`src/rtl/alu_ctrl_decoder.sv`:
```
// alu_ctrl_decoder: RV32I execute-stage ALU control decoder with a one-entry
// ID/EX register (valid/ready, stall, flush) and a saturating illegal counter.
module alu_ctrl_decoder #(
    parameter int XLEN  = 32,
    parameter int CNT_W = 16
) (
    input  logic             CLK,
    input  logic             RESETN,
    input  logic             IN_VALID,
    output logic             IN_READY,
    input  logic [31:0]      INSTR,
    input  logic [XLEN-1:0]  PC_IN,
    input  logic             FLUSH,
    output logic             OUT_VALID,
    input  logic             OUT_READY,
    output logic [2:0]       SELECT,
    output logic             ROTATE,
    output logic             NEG_DATA2,
    output logic [1:0]       OP1_SEL,
    output logic             IMM_SEL,
    output logic [XLEN-1:0]  IMM,
    output logic [XLEN-1:0]  PC_OUT,
    output logic             ILLEGAL,
    output logic [CNT_W-1:0] ILLEGAL_COUNT
);
    localparam logic [6:0] OP_REG = 7'b0110011, OP_IMM = 7'b0010011, OP_LUI = 7'b0110111,
                           OP_AUIPC = 7'b0010111, OP_LOAD = 7'b0000011, OP_STORE = 7'b0100011,
                           OP_BRANCH = 7'b1100011, OP_JAL = 7'b1101111, OP_JALR = 7'b1100111;
    localparam logic [6:0] F7_ALT = 7'b0100000;

    logic [6:0] opcode, f7;
    logic [2:0] f3, sel;
    logic [1:0] op1;
    logic rot, neg, isel, ill, cap;
    logic [XLEN-1:0] imm;

    assign opcode   = INSTR[6:0];
    assign f3       = INSTR[14:12];
    assign f7       = INSTR[31:25];
    assign IN_READY = ~OUT_VALID | OUT_READY;
    assign cap      = IN_VALID & IN_READY & ~FLUSH;

    always_comb begin
        sel  = 3'd0;
        rot  = 1'b0;
        neg  = 1'b0;
        op1  = 2'd0;
        isel = 1'b0;
        imm  = '0;
        ill  = 1'b0;
        case (opcode)
            OP_REG: begin
                sel = f3;
                neg = f7 == F7_ALT && f3 == 3'd0;
                rot = f7 == F7_ALT && f3 == 3'd5;
                ill = !(f7 == 7'd0 || neg || rot);
            end
            OP_IMM: begin
                sel  = f3;
                isel = 1'b1;
                // shift-immediates carry shamt only; the upper bits are the funct7 field
                imm  = (f3 == 3'd1 || f3 == 3'd5) ? XLEN'(INSTR[24:20]) : XLEN'($signed(INSTR[31:20]));
                rot  = f3 == 3'd5 && INSTR[30];
                ill  = (f3 == 3'd1 && f7 != 7'd0) || (f3 == 3'd5 && f7 != 7'd0 && f7 != F7_ALT);
            end
            OP_LUI, OP_AUIPC: begin
                op1  = opcode == OP_LUI ? 2'd2 : 2'd1;
                isel = 1'b1;
                imm  = XLEN'({INSTR[31:12], 12'b0});
            end
            OP_LOAD: begin
                isel = 1'b1;
                imm  = XLEN'($signed(INSTR[31:20]));
            end
            OP_STORE: begin
                isel = 1'b1;
                imm  = XLEN'($signed({INSTR[31:25], INSTR[11:7]}));
            end
            OP_BRANCH: begin
                sel = f3[2] ? (f3[1] ? 3'd3 : 3'd2) : 3'd0;
                neg = ~f3[2];
                ill = f3[2:1] == 2'b01;
            end
            OP_JAL, OP_JALR: begin
                op1  = 2'd1;
                isel = 1'b1;
                imm  = XLEN'(4);
                ill  = opcode == OP_JALR && f3 != 3'd0;
            end
            default: ill = 1'b1;
        endcase
        if (ill) begin
            sel  = 3'd0;
            rot  = 1'b0;
            neg  = 1'b0;
            op1  = 2'd0;
            isel = 1'b0;
            imm  = '0;
        end
    end

    always_ff @(posedge CLK or negedge RESETN) begin
        if (!RESETN) begin
            OUT_VALID     <= 1'b0;
            SELECT        <= 3'd0;
            ROTATE        <= 1'b0;
            NEG_DATA2     <= 1'b0;
            OP1_SEL       <= 2'd0;
            IMM_SEL       <= 1'b0;
            IMM           <= '0;
            PC_OUT        <= '0;
            ILLEGAL       <= 1'b0;
            ILLEGAL_COUNT <= '0;
        end else if (FLUSH) begin
            OUT_VALID <= 1'b0;
        end else if (cap) begin
            OUT_VALID <= 1'b1;
            SELECT    <= sel;
            ROTATE    <= rot;
            NEG_DATA2 <= neg;
            OP1_SEL   <= op1;
            IMM_SEL   <= isel;
            IMM       <= imm;
            PC_OUT    <= PC_IN;
            ILLEGAL   <= ill;
            if (ill && !(&ILLEGAL_COUNT))
                ILLEGAL_COUNT <= ILLEGAL_COUNT + 1'b1;
        end else if (OUT_READY) begin
            OUT_VALID <= 1'b0;
        end
    end
endmodule

```
`config.mk`:
```
export PLATFORM = sky130hd
export DESIGN_NAME = alu_ctrl_decoder
export DESIGN_NICKNAME = d
export VERILOG_FILES = /design/src/rtl/alu_ctrl_decoder.sv
export SDC_FILE = /design/constraint.sdc
export NUM_CORES = 1
export LEC_CHECK = 0
export CAP_MARGIN = 15
export CORE_MARGIN = 2
export CORE_UTILIZATION = 44
export CTS_CLUSTER_DIAMETER = 80
export DETAILED_ROUTE_END_ITERATION = 12
export PLACE_DENSITY_LB_ADDON = 0.3
export SLEW_MARGIN = 40
export SYNTH_ARGS = -nofsm -noshare
export SYNTH_HDL_FRONTEND = slang
export SYNTH_SLANG_ARGS = --single-unit
```
`constraint.sdc`:
```
create_clock -name CLK -period 2.6 [get_ports CLK]
set_input_delay 0.65 -clock CLK [delete_from_list [all_inputs] [get_ports CLK]]
set_output_delay 0.65 -clock CLK [all_outputs]
set_load 0.05 [all_outputs]
```
==> flow_summary.yaml, run 1 <==
global_routing:
  largest_net_degree_at_the_start_of_global_routing: 56
  antenna_violations_before_repair: 1
  via_count_of_the_first_global_routing_pass: 3784
  globalRoute.totalOverflow: 0
  grt_first_pass_wirelength_um: 18700
  grt_use_total: 0.230
outcome:
  result_of_the_run: "finished, final reports clean"
sta:
  worst_slew_pin_slew_ps: 557
  finalMaxSlewViolations: 0
  timing.final.crit_period_ps: 2470
  clock_skew_ps: 8.97
  worst_hold_slack_ps: 255
  finalHoldViolCount: 0
  tns_ps: 0
  slew_headroom: 0.628
  final_min_period_over_clock_period: 0.952
  setup_violations: 0
  fmax_mhz: 404
power:
  seq_power_share: 0.425
  clockPowerShare: 0.286
  p_leak_nw: 3.03
  post-layout-total-power_w: 0.00385
  intPower_w: 0.00251
  switchingPower_w: 0.00133
  vdd.ir_drop.worst_mv: 0.666
  power_per_cell_area_nw_per_um2: 583
  share_comb_of_total_power: 0.288
  netSwitchingFraction: 0.347
die:
  io-pin-count: 160
  die_h_um: 101
  coreArea_um2: 9200
  rows: 35
  die-width_um: 101
  die-area_um2: 10200
  initial_utilization: 0.451
placed_design:
  buffer_ports.inserted: 159
  placed_area_um2: 6180
  post-dp-hpwl_um: 8660
  finalWeightedCongestion: 0.848
logic_synthesis:
  synth_top_cell_area_share: 0.543
  seq_area_frac_synth: 0.543
  yosys.area.top_type: "sky130_fd_sc_hd__dfrtp_1"
  synth_seq_cells: 90
  postSynthAreaPerCell_um2: 9.66
  syn_nets: 499
  ys.warnings.count: 0
  synthArstFlopShare: 1.00
  post_synth_instance_area_um2: 4140
  yosysMostFrequentCell: "sky130_fd_sc_hd__nand2_1"
  synthTopCellsByCount: "sky130_fd_sc_hd__nand2_1 (140), sky130_fd_sc_hd__dfrtp_1 (90), sky130_fd_sc_hd__a21oi_1 (26)"
  yosys-top-cells-area: "sky130_fd_sc_hd__dfrtp_1 (54%), sky130_fd_sc_hd__nand2_1 (13%), sky130_fd_sc_hd__o21ai_2 (4.0%), sky130_fd_sc_hd__a21oi_1 (3.1%), sky130_fd_sc_hd__xor2_1 (3.0%)"
  predominant_post_synthesis_flop_cell: "sky130_fd_sc_hd__dfrtp_1"
  netlist-cell-type-count: 51
  number_of_enable_flip_flop_cells_after_synthesis: 0
  netlist_instances: 429
cells_and_area:
  n_fill_cell: 696
  final_standard_cell_utilization_of_the_core: 0.717
  layout-drive-gt1-share: 0.178
  area_growth_pct: 59.1
  stdcell_area_um2: 6590
  design.final.nets: 694
setup_path:
  timing.critical_path.from_type: "input port"
  crit_fanout: 5
  crit_path_end_kind: "flop"
  path_class: "input port to flop"
  critPathArrivalTime_ps: 2710
  cp.required_ps: 2830
clock_tree:
  htree_num_levels: 3
  clockBufferDepth: 2
  clkSinkCount: 90
  clock_insertion_delay_worst_skew_ps: 350
  cts_tree: "yes"
  cts_buffers: 9
  cts_root_buf: "sky130_fd_sc_hd__clkbuf_8"
  clock_transition_at_the_registers_of_the_reported_paths_ps: 90
routing:
  drt_first_pass_iters: 4
  postRouteAntennaNets: 0
  drc_errors: 0
  post_drt_wl_per_cell_um: 16.0
  detail_route.iter0.violations: 106
  vias_per_cell: 5.16
  routed-via-count: 3827
  totalWireLength_um: 11800
min_path:
  holdCritPathClass: "input port to async pin"
run:
  max_cap_viol_count: 0
final timing paths:
| path | startpoint | end | slack (ps) | cells after the start |
|---|---|---|---|---|
| setup / recovery | INSTR[31] | ILLEGAL_COUNT[4]$_DFFE_PN0P_ | 130 | 10 |
| hold / removal | RESETN | IMM[3]$_DFFE_PN0P_ | 250 | 1 |
| setup reg to reg | ILLEGAL_COUNT[0]$_DFFE_PN0P_ | ILLEGAL_COUNT[1]$_DFFE_PN0P_ | 210 | 7 |
| hold reg to reg | OP1_SEL[1]$_DFFE_PN0P_ | OP1_SEL[1]$_DFFE_PN0P_ | 480 | 2 |
| max in group asynchronous | RESETN | PC_OUT[0]$_DFFE_PN0P_ | 1700 | 2 |
| min in group CLK | OP1_SEL[1]$_DFFE_PN0P_ | OP1_SEL[1]$_DFFE_PN0P_ | 480 | 2 |
area by class of cell:
| type | count | area [um^2] | area share |
|---|---|---|---|
| sequential | 90 | 2250 | 0.342 |
| timing repair buffer | 207 | 2090 | 0.317 |
| multi-input combinational | 313 | 1870 | 0.283 |
| tap | 111 | 139 | 0.0211 |
| clock buffer | 10 | 138 | 0.0209 |
| clock inverter | 6 | 95.1 | 0.0144 |
| inverter | 3 | 11.3 | 0.00171 |
| antenna | 1 | 2.50 | 0.000380 |
logic make-up (layout without fill, tap and decap cells):
family                   count (synthesis)  count (layout)  synth area share
buffers and inverters                   26             226            0.0320
multiplexers                             2               2           0.00634
flip-flops                              90              90             0.543
adder cells (fa/ha/maj)                  1               1           0.00302
XOR/XNOR                                15              15            0.0317
AND/OR/NAND/NOR                        214             214             0.237
other                                    0               1                 0
AO/OA/AOI/OAI                           81              81             0.147
flip-flops by register name, indices dropped and copies added (netlist names), 2 cells and up:
signal,cells
IMM,32
OP1_SEL,2
ILLEGAL_COUNT,16
PC_OUT,32
SELECT,3
worst max-delay path, cell delays in order:
cell and delay, ps:
sky130_fd_sc_hd__clkdlybuf4s50_1 460, sky130_fd_sc_hd__or2_4 290, sky130_fd_sc_hd__a211oi_4 200, sky130_fd_sc_hd__o2111ai_4 160, sky130_fd_sc_hd__a311oi_4 300, sky130_fd_sc_hd__buf_4 200, sky130_fd_sc_hd__buf_6 120, sky130_fd_sc_hd__buf_6 120
sky130_fd_sc_hd__nor4b_4 50, sky130_fd_sc_hd__xor2_1 170
layout by cell type, fill, tap and decap left out, types with 11 or more instances in the layout:
| cell type | synthesis | routed |
|---|---|---|
| sky130_fd_sc_hd__xor2_1 | 14 | 14 |
| sky130_fd_sc_hd__dfrtp_1 | 90 | 90 |
| sky130_fd_sc_hd__nor2_1 | 11 | 11 |
| sky130_fd_sc_hd__buf_4 | 1 | 36 |
| sky130_fd_sc_hd__nand2_1 | 140 | 140 |
| sky130_fd_sc_hd__o21ai_2 | 19 | 19 |
| sky130_fd_sc_hd__clkdlybuf4s50_1 | 0 | 143 |
| sky130_fd_sc_hd__a21oi_1 | 26 | 26 |
metrics by stage:
stage          setup WS (ps)  cells
2_1_floorplan           87.5    429
3_3_place_gp            -441    721
6_report                 126    741
3_5_place_dp            -508    721
5_1_grt                -2.06    741
4_1_cts                0.476    740
repair_timing:
| item | 4_1_cts | 5_1_grt |
|---|---|---|
| pin swaps | 5 | 8 |
| endpoints found under the hold margin | 0 | 0 |
| resized for setup | 16 | 27 |
| buffers inserted | 2 | 0 |
| setup endpoints to repair | 46 | 29 |
| cloned | 1 | 0 |
| hold buffers | 0 | 0 |
per-layer routing:
layer	up-vias	track usage	share of wire
li1	1850	-	-
met1	1815	0.307	0.43
met2	135	0.369	0.50
met3	27	0.0451	0.055
met4	0	0.0904	0.025
met5	-	0	0
power by group through the flow:
| stage | clock network (W) | registers, W | logic [W] |
|---|---|---|---|
| after floorplan | 0 | 0.00204 | 0.000197 |
| after global placement | 0 | 0.00164 | 0.00108 |
| after detailed placement | 0 | 0.00165 | 0.00110 |
| after CTS | 0.00112 | 0.00163 | 0.00111 |
| after global routing | 0.00117 | 0.00165 | 0.00118 |
| final | 0.00110 | 0.00163 | 0.00111 |
Power figures use the tool's default switching activity.
==> run 2, diff against run 1 <==
--- a/config.mk
+++ b/config.mk
@@ -5,9 +5,10 @@
 export SDC_FILE = /design/constraint.sdc
 export NUM_CORES = 1
 export LEC_CHECK = 0
+export ABC_AREA = 1
 export CAP_MARGIN = 15
 export CORE_MARGIN = 2
-export CORE_UTILIZATION = 44
+export CORE_UTILIZATION = 45
 export CTS_CLUSTER_DIAMETER = 80
 export DETAILED_ROUTE_END_ITERATION = 12
 export PLACE_DENSITY_LB_ADDON = 0.3
==> run 2 against run 1 <==
  * Routed wire length down 1.5%
  * Final cell count up 14%
  * Clock-buffer cell count down 1
  * Critical path depth down 9
  * Die area up 0.76%
  * Largest power group unchanged
==> flow_summary.yaml, run 2 <==
sta:
  worst_hold_slack_ps: 289
  fmax_mhz: 423
  clock_skew_ps: 14.9
  timing.final.crit_period_ps: 2360
  grt_setup_unrepaired: "false"
  tns_ps: 0
  finalMaxSlewViolations: 0
  setup_violations: 0
  final_worst_path_setup_slack_ps: 237
  final_min_period_over_clock_period: 0.909
  finalHoldViolCount: 0
  slew_headroom: 0.596
  worst_slew_pin_slew_ps: 606
logic_synthesis:
  netlist-cell-type-count: 28
  number_of_enable_flip_flop_cells_after_synthesis: 0
  netlist_instances: 542
  ys.warnings.count: 0
  yosys.area.top_type: "sky130_fd_sc_hd__dfrtp_1"
  seq_area_frac_synth: 0.527
  synth_seq_cells: 90
  post_synth_instance_area_um2: 4270
  synthArstFlopShare: 1.00
  postSynthAreaPerCell_um2: 7.88
  predominant_post_synthesis_flop_cell: "sky130_fd_sc_hd__dfrtp_1"
  yosysMostFrequentCell: "sky130_fd_sc_hd__nand2_1"
  syn_nets: 612
  yosys-top-cells-area: "sky130_fd_sc_hd__dfrtp_1 (53%), sky130_fd_sc_hd__nand2_1 (21%), sky130_fd_sc_hd__nand3_1 (7.7%), sky130_fd_sc_hd__inv_1 (2.7%), sky130_fd_sc_hd__nor2_1 (2.5%)"
  synth_top_cell_area_share: 0.527
  synthTopCellsByCount: "sky130_fd_sc_hd__nand2_1 (234), sky130_fd_sc_hd__dfrtp_1 (90), sky130_fd_sc_hd__nand3_1 (66)"
power:
  switchingPower_w: 0.00123
  intPower_w: 0.00241
  clockPowerShare: 0.293
  power_per_cell_area_nw_per_um2: 576
  netSwitchingFraction: 0.338
  p_leak_nw: 3.03
  share_comb_of_total_power: 0.270
  seq_power_share: 0.437
  vdd.ir_drop.worst_mv: 0.310
setup_path:
  critical_path_buf_inv_count: 1
  crit_fanout: 6
  worst_path_dominant_cell_family: "buffers and inverters"
  crit_path_end_kind: "primary output"
  timing.critical_path.from_type: "flop"
  critPathArrivalTime_ps: 1710
  critPathSlowestCell: "sky130_fd_sc_hd__clkdlybuf4s50_1"
  cp.required_ps: 1950
  crit_chain: "clkdlybuf4s50_1"
  path_class: "flop to primary output"
  r2r_slack_ps: 390
  critical_path.max_stage_delay_ps: 860
routing:
  detail_route.iter0.violations: 266
  totalWireLength_um: 11700
  routed-via-count: 4239
  post_drt_wl_per_cell_um: 13.8
  postRouteAntennaNets: 0
  drt_first_pass_iters: 5
  vias_per_cell: 5.02
  drc_errors: 0
cells_and_area:
  layout.cells.most_common_list: "sky130_fd_sc_hd__nand2_1 (234), sky130_fd_sc_hd__clkdlybuf4s50_1 (157), sky130_fd_sc_hd__dfrtp_1 (90), sky130_fd_sc_hd__nand3_1 (66), sky130_fd_sc_hd__inv_1 (31)"
  antenna_cells_inserted: 0
  layout-drive-gt1-share: 0.0671
  final_common_cell: "sky130_fd_sc_hd__nand2_1"
  n_fill_cell: 760
  final_standard_cell_utilization_of_the_core: 0.682
  layout_top_registers: "IMM: 32 flops, PC_OUT: 32 flops, ILLEGAL_COUNT: 16 flops"
  design.final.nets: 780
  area_taken_by_flip_flops_and_latches_um2: 2250
  area_growth_pct: 47.6
  multi_input_area_um2: 1800
clock_tree:
  clock_insertion_delay_worst_skew_ps: 360
  cts_root_buf: "sky130_fd_sc_hd__clkbuf_8"
  clockBufferDepth: 2
  clock_transition_at_the_registers_of_the_reported_paths_ps: 100
  number_of_cells_upsized_or_downsized_after_cts: 0
  clkSinkCount: 90
  cts_tree: "yes"
  post_cts_hold_buffer_count: 0
  cts_buffers: 9
  cts_setup_buffers: 0
  htree_num_levels: 3
global_routing:
  grt_use_total: 0.230
  largest_net_degree_at_the_start_of_global_routing: 49
  antenna_violations_before_repair: 0
  grt_first_pass_wirelength_um: 18700
  via_count_of_the_first_global_routing_pass: 4025
  globalRoute.totalOverflow: 0
die:
  die-width_um: 101
  die-area_um2: 10300
  initial_utilization: 0.462
  rows: 35
  die_h_um: 101
  coreArea_um2: 9240
  io-pin-count: 160
placed_design:
  post-dp-hpwl_um: 8730
  buffer_ports.inserted: 159
  finalWeightedCongestion: 0.876
  dpl_worst_slack_ps: -9.60
outcome:
  result_of_the_run: "finished, final reports clean"
min_path:
  holdCritPathClass: "input port to async pin"
run:
  max_cap_viol_count: 0
run 2: power by group through the flow:
stage | clock, W | combinational (W) | sequential (W)
after global placement | 0 | 0.000972 | 0.00161
final | 0.00106 | 0.000980 | 0.00159
after global routing | 0.00115 | 0.00105 | 0.00160
after floorplan | 0 | 0.000192 | 0.00198
after CTS | 0.00109 | 0.000988 | 0.00159
after detailed placement | 0 | 0.000987 | 0.00162
run 2: area by class of cell:
type,instances,share of cell area
clock buffers,9,0.0196
clock inverters,7,0.0161
inverters,33,0.0196
well taps,129,0.0256
multi-input cells,398,0.286
flip-flops and latches,90,0.357
repair buffers,178,0.276
run 2: worst paths after layout:
kind	from	endpoint	cells past startpoint
min in group CLK	PC_OUT[19]$_DFFE_PN0P_	PC_OUT[19]$_DFFE_PN0P_	2
max in group asynchronous	RESETN	PC_OUT[19]$_DFFE_PN0P_	2
min reg2reg	PC_OUT[19]$_DFFE_PN0P_	PC_OUT[19]$_DFFE_PN0P_	2
max reg2reg	ILLEGAL_COUNT[0]$_DFFE_PN0P_	ILLEGAL_COUNT[7]$_DFFE_PN0P_	10
min	RESETN	PC_OUT[4]$_DFFE_PN0P_	1
max	ILLEGAL_COUNT[6]$_DFFE_PN0P_	ILLEGAL_COUNT[6]	1
run 2: cells by family after synthesis:
family | synth area share
buffers and inverters | 0.0513
flip-flops | 0.527
adder cells (fa/ha/maj) | 0.00293
AO/OA/AOI/OAI | 0.0316
AND/OR/NAND/NOR | 0.362
XOR/XNOR | 0.0246
run 2: through the flow:
stage               std cells  instance area, um^2  total power, W
floorplan                 542                 4270         0.00217
global placement          828                 6080         0.00258
detailed placement        828                 6080         0.00260
CTS                       844                 6300         0.00366
global route              844                 6300         0.00380
finish                    844                 6300         0.00363
run 2: worst register-to-register path: cells and delay by family, from the launching register on:
family        cells  cell delay, ps
flops             1             460
simple gates      8            1240
buf+inv           1             210
fa+ha+maj         1             250
run 2: metal layers:
layer / wire, um / up-vias / share of wire / GRT usage
li1: - / 2071 / - / -
met1: 5010 / 1987 / 0.43 / 0.301
met2: 5610 / 171 / 0.48 / 0.383
met3: 900 / 10 / 0.077 / 0.0497
met4: 136 / 0 / 0.012 / 0.0707
met5: 0 / - / 0 / 0
==> run 3, diff against run 2 <==
--- a/config.mk
+++ b/config.mk
@@ -11,6 +11,7 @@
 export CORE_UTILIZATION = 45
 export CTS_CLUSTER_DIAMETER = 80
 export DETAILED_ROUTE_END_ITERATION = 12
+export GPL_ROUTABILITY_DRIVEN = 0
 export PLACE_DENSITY_LB_ADDON = 0.3
 export SLEW_MARGIN = 40
 export SYNTH_ARGS = -nofsm -noshare
==> run 3 against run 2 <==
  * Setup slack better by 33 ps
  * Die area did not move
  * Power fell by 3.0%
  * Routed wire length rose by 1.8%
  * Critical endpoint unchanged
==> flow_summary.yaml, run 3 (synthesis gave the netlist of run 2 again) <==
outcome:
  result_of_the_run: "finished, final reports clean"
sta:
  setup_violations: 0
  final_min_period_over_clock_period: 0.896
  worst_slew_pin_slew_ps: 535
  timing.final.crit_period_ps: 2330
  finalHoldViolCount: 0
  slew_headroom: 0.641
  tns_ps: 0
  finalMaxSlewViolations: 0
  clock_skew_ps: 10.7
  fmax_mhz: 429
  grt_setup_unrepaired: "false"
die:
  die-area_um2: 10300
  die-width_um: 101
  die_h_um: 101
  io-pin-count: 160
  initial_utilization: 0.462
  coreArea_um2: 9240
  rows: 35
placed_design:
  buffer_ports.inserted: 159
  placed_area_um2: 6060
  post-dp-hpwl_um: 8810
power:
  netSwitchingFraction: 0.346
  seq_power_share: 0.451
  post-layout-total-power_w: 0.00352
  clockPowerShare: 0.272
  power_per_cell_area_nw_per_um2: 562
  vdd.ir_drop.worst_mv: 0.259
  p_leak_nw: 3.00
  intPower_w: 0.00230
  switchingPower_w: 0.00122
  share_comb_of_total_power: 0.278
clock_tree:
  post_cts_hold_buffer_count: 0
  cts_setup_buffers: 0
  cts_tree: "yes"
  clock_transition_at_the_registers_of_the_reported_paths_ps: 90
  number_of_cells_upsized_or_downsized_after_cts: 0
  clkSinkCount: 90
  cts_buffers: 9
  clockBufferDepth: 2
  htree_num_levels: 3
  clock_insertion_delay_worst_skew_ps: 350
  cts_root_buf: "sky130_fd_sc_hd__clkbuf_8"
global_routing:
  globalRoute.totalOverflow: 0
  grt_use_total: 0.239
  largest_net_degree_at_the_start_of_global_routing: 42
  grt_first_pass_wirelength_um: 19500
  via_count_of_the_first_global_routing_pass: 4116
  antenna_violations_before_repair: 0
routing:
  vias_per_cell: 5.04
  drt_first_pass_iters: 7
  totalWireLength_um: 11900
  post_drt_wl_per_cell_um: 14.1
  routed-via-count: 4244
  drc_errors: 0
  detail_route.iter0.violations: 247
  postRouteAntennaNets: 0
setup_path:
  cp.required_ps: 1950
  path_class: "flop to primary output"
  worst_path_dominant_cell_family: "buffers and inverters"
  critical_path_depth: 1
  crit_path_end_kind: "primary output"
  critical_path_buf_inv_count: 1
  critical_path.max_stage_delay_ps: 850
  critPathSlowestCell: "sky130_fd_sc_hd__clkdlybuf4s50_1"
  timing.critical_path.from_type: "flop"
  crit_chain: "clkdlybuf4s50_1"
  critPathArrivalTime_ps: 1680
  crit_fanout: 6
  r2r.worst_path.cells: 10
cells_and_area:
  layout-drive-gt1-share: 0.0645
  final_common_cell: "sky130_fd_sc_hd__nand2_1"
  area_growth_pct: 46.7
  layout_top_registers: "IMM: 32 flops, PC_OUT: 32 flops, ILLEGAL_COUNT: 16 flops"
  design.final.nets: 778
  stdcell_area_um2: 6260
  layout.cells.most_common_list: "sky130_fd_sc_hd__nand2_1 (234), sky130_fd_sc_hd__clkdlybuf4s50_1 (157), sky130_fd_sc_hd__dfrtp_1 (90), sky130_fd_sc_hd__nand3_1 (66), sky130_fd_sc_hd__inv_1 (31)"
  antenna_cells_inserted: 0
min_path:
  holdCritPathClass: "input port to async pin"
run:
  max_cap_viol_count: 0
run 3: through the flow:
stage          hold WS, ps  instances  setup WS, ps   util
6_report               261        842           270  0.678
5_1_grt                290        842          94.0  0.678
4_1_cts                269        842           244  0.678
3_5_place_dp           458        826          5.12  0.656
3_3_place_gp           454        826          89.2  0.656
2_1_floorplan          354        542           450      -
run 3: final cells by class:
class	count	area [um^2]
Sequential cell	90	2250
Multi-Input combinational cell	398	1800
Clock inverter	7	76.3
Fill cell	796	2980
Inverter	33	124
Tap cell	129	161
Clock buffer	9	124
Timing Repair Buffer	176	1730
run 3: routing by layer:
layer  global-route usage  routed length, um
met1                0.317               5150
met2                0.388               5580
met3               0.0483                838
met4               0.0956                293
met5                    0                  0
run 3: worst paths after layout:
path | slack, ps | startpoint | to
worst max-delay path | 270 | ILLEGAL_COUNT[6]$_DFFE_PN0P_ | ILLEGAL_COUNT[6]
worst min-delay path | 260 | RESETN | IMM[6]$_DFFE_PN0P_
worst max register to register | 390 | ILLEGAL_COUNT[0]$_DFFE_PN0P_ | ILLEGAL_COUNT[15]$_DFFE_PN0P_
worst min register to register | 470 | PC_OUT[5]$_DFFE_PN0P_ | PC_OUT[5]$_DFFE_PN0P_
max in group asynchronous | 1580 | RESETN | PC_OUT[5]$_DFFE_PN0P_
min in group CLK | 470 | PC_OUT[5]$_DFFE_PN0P_ | PC_OUT[5]$_DFFE_PN0P_
run 3: power groups by stage:
stage          registers, W  logic [W]  clock network (W)
2_1_floorplan       0.00198   0.000192                  0
3_3_place_gp        0.00161   0.000970                  0
3_5_place_dp        0.00161   0.000983                  0
4_1_cts             0.00159   0.000984           0.000988
5_1_grt             0.00160    0.00105            0.00104
6_report            0.00159   0.000977           0.000956
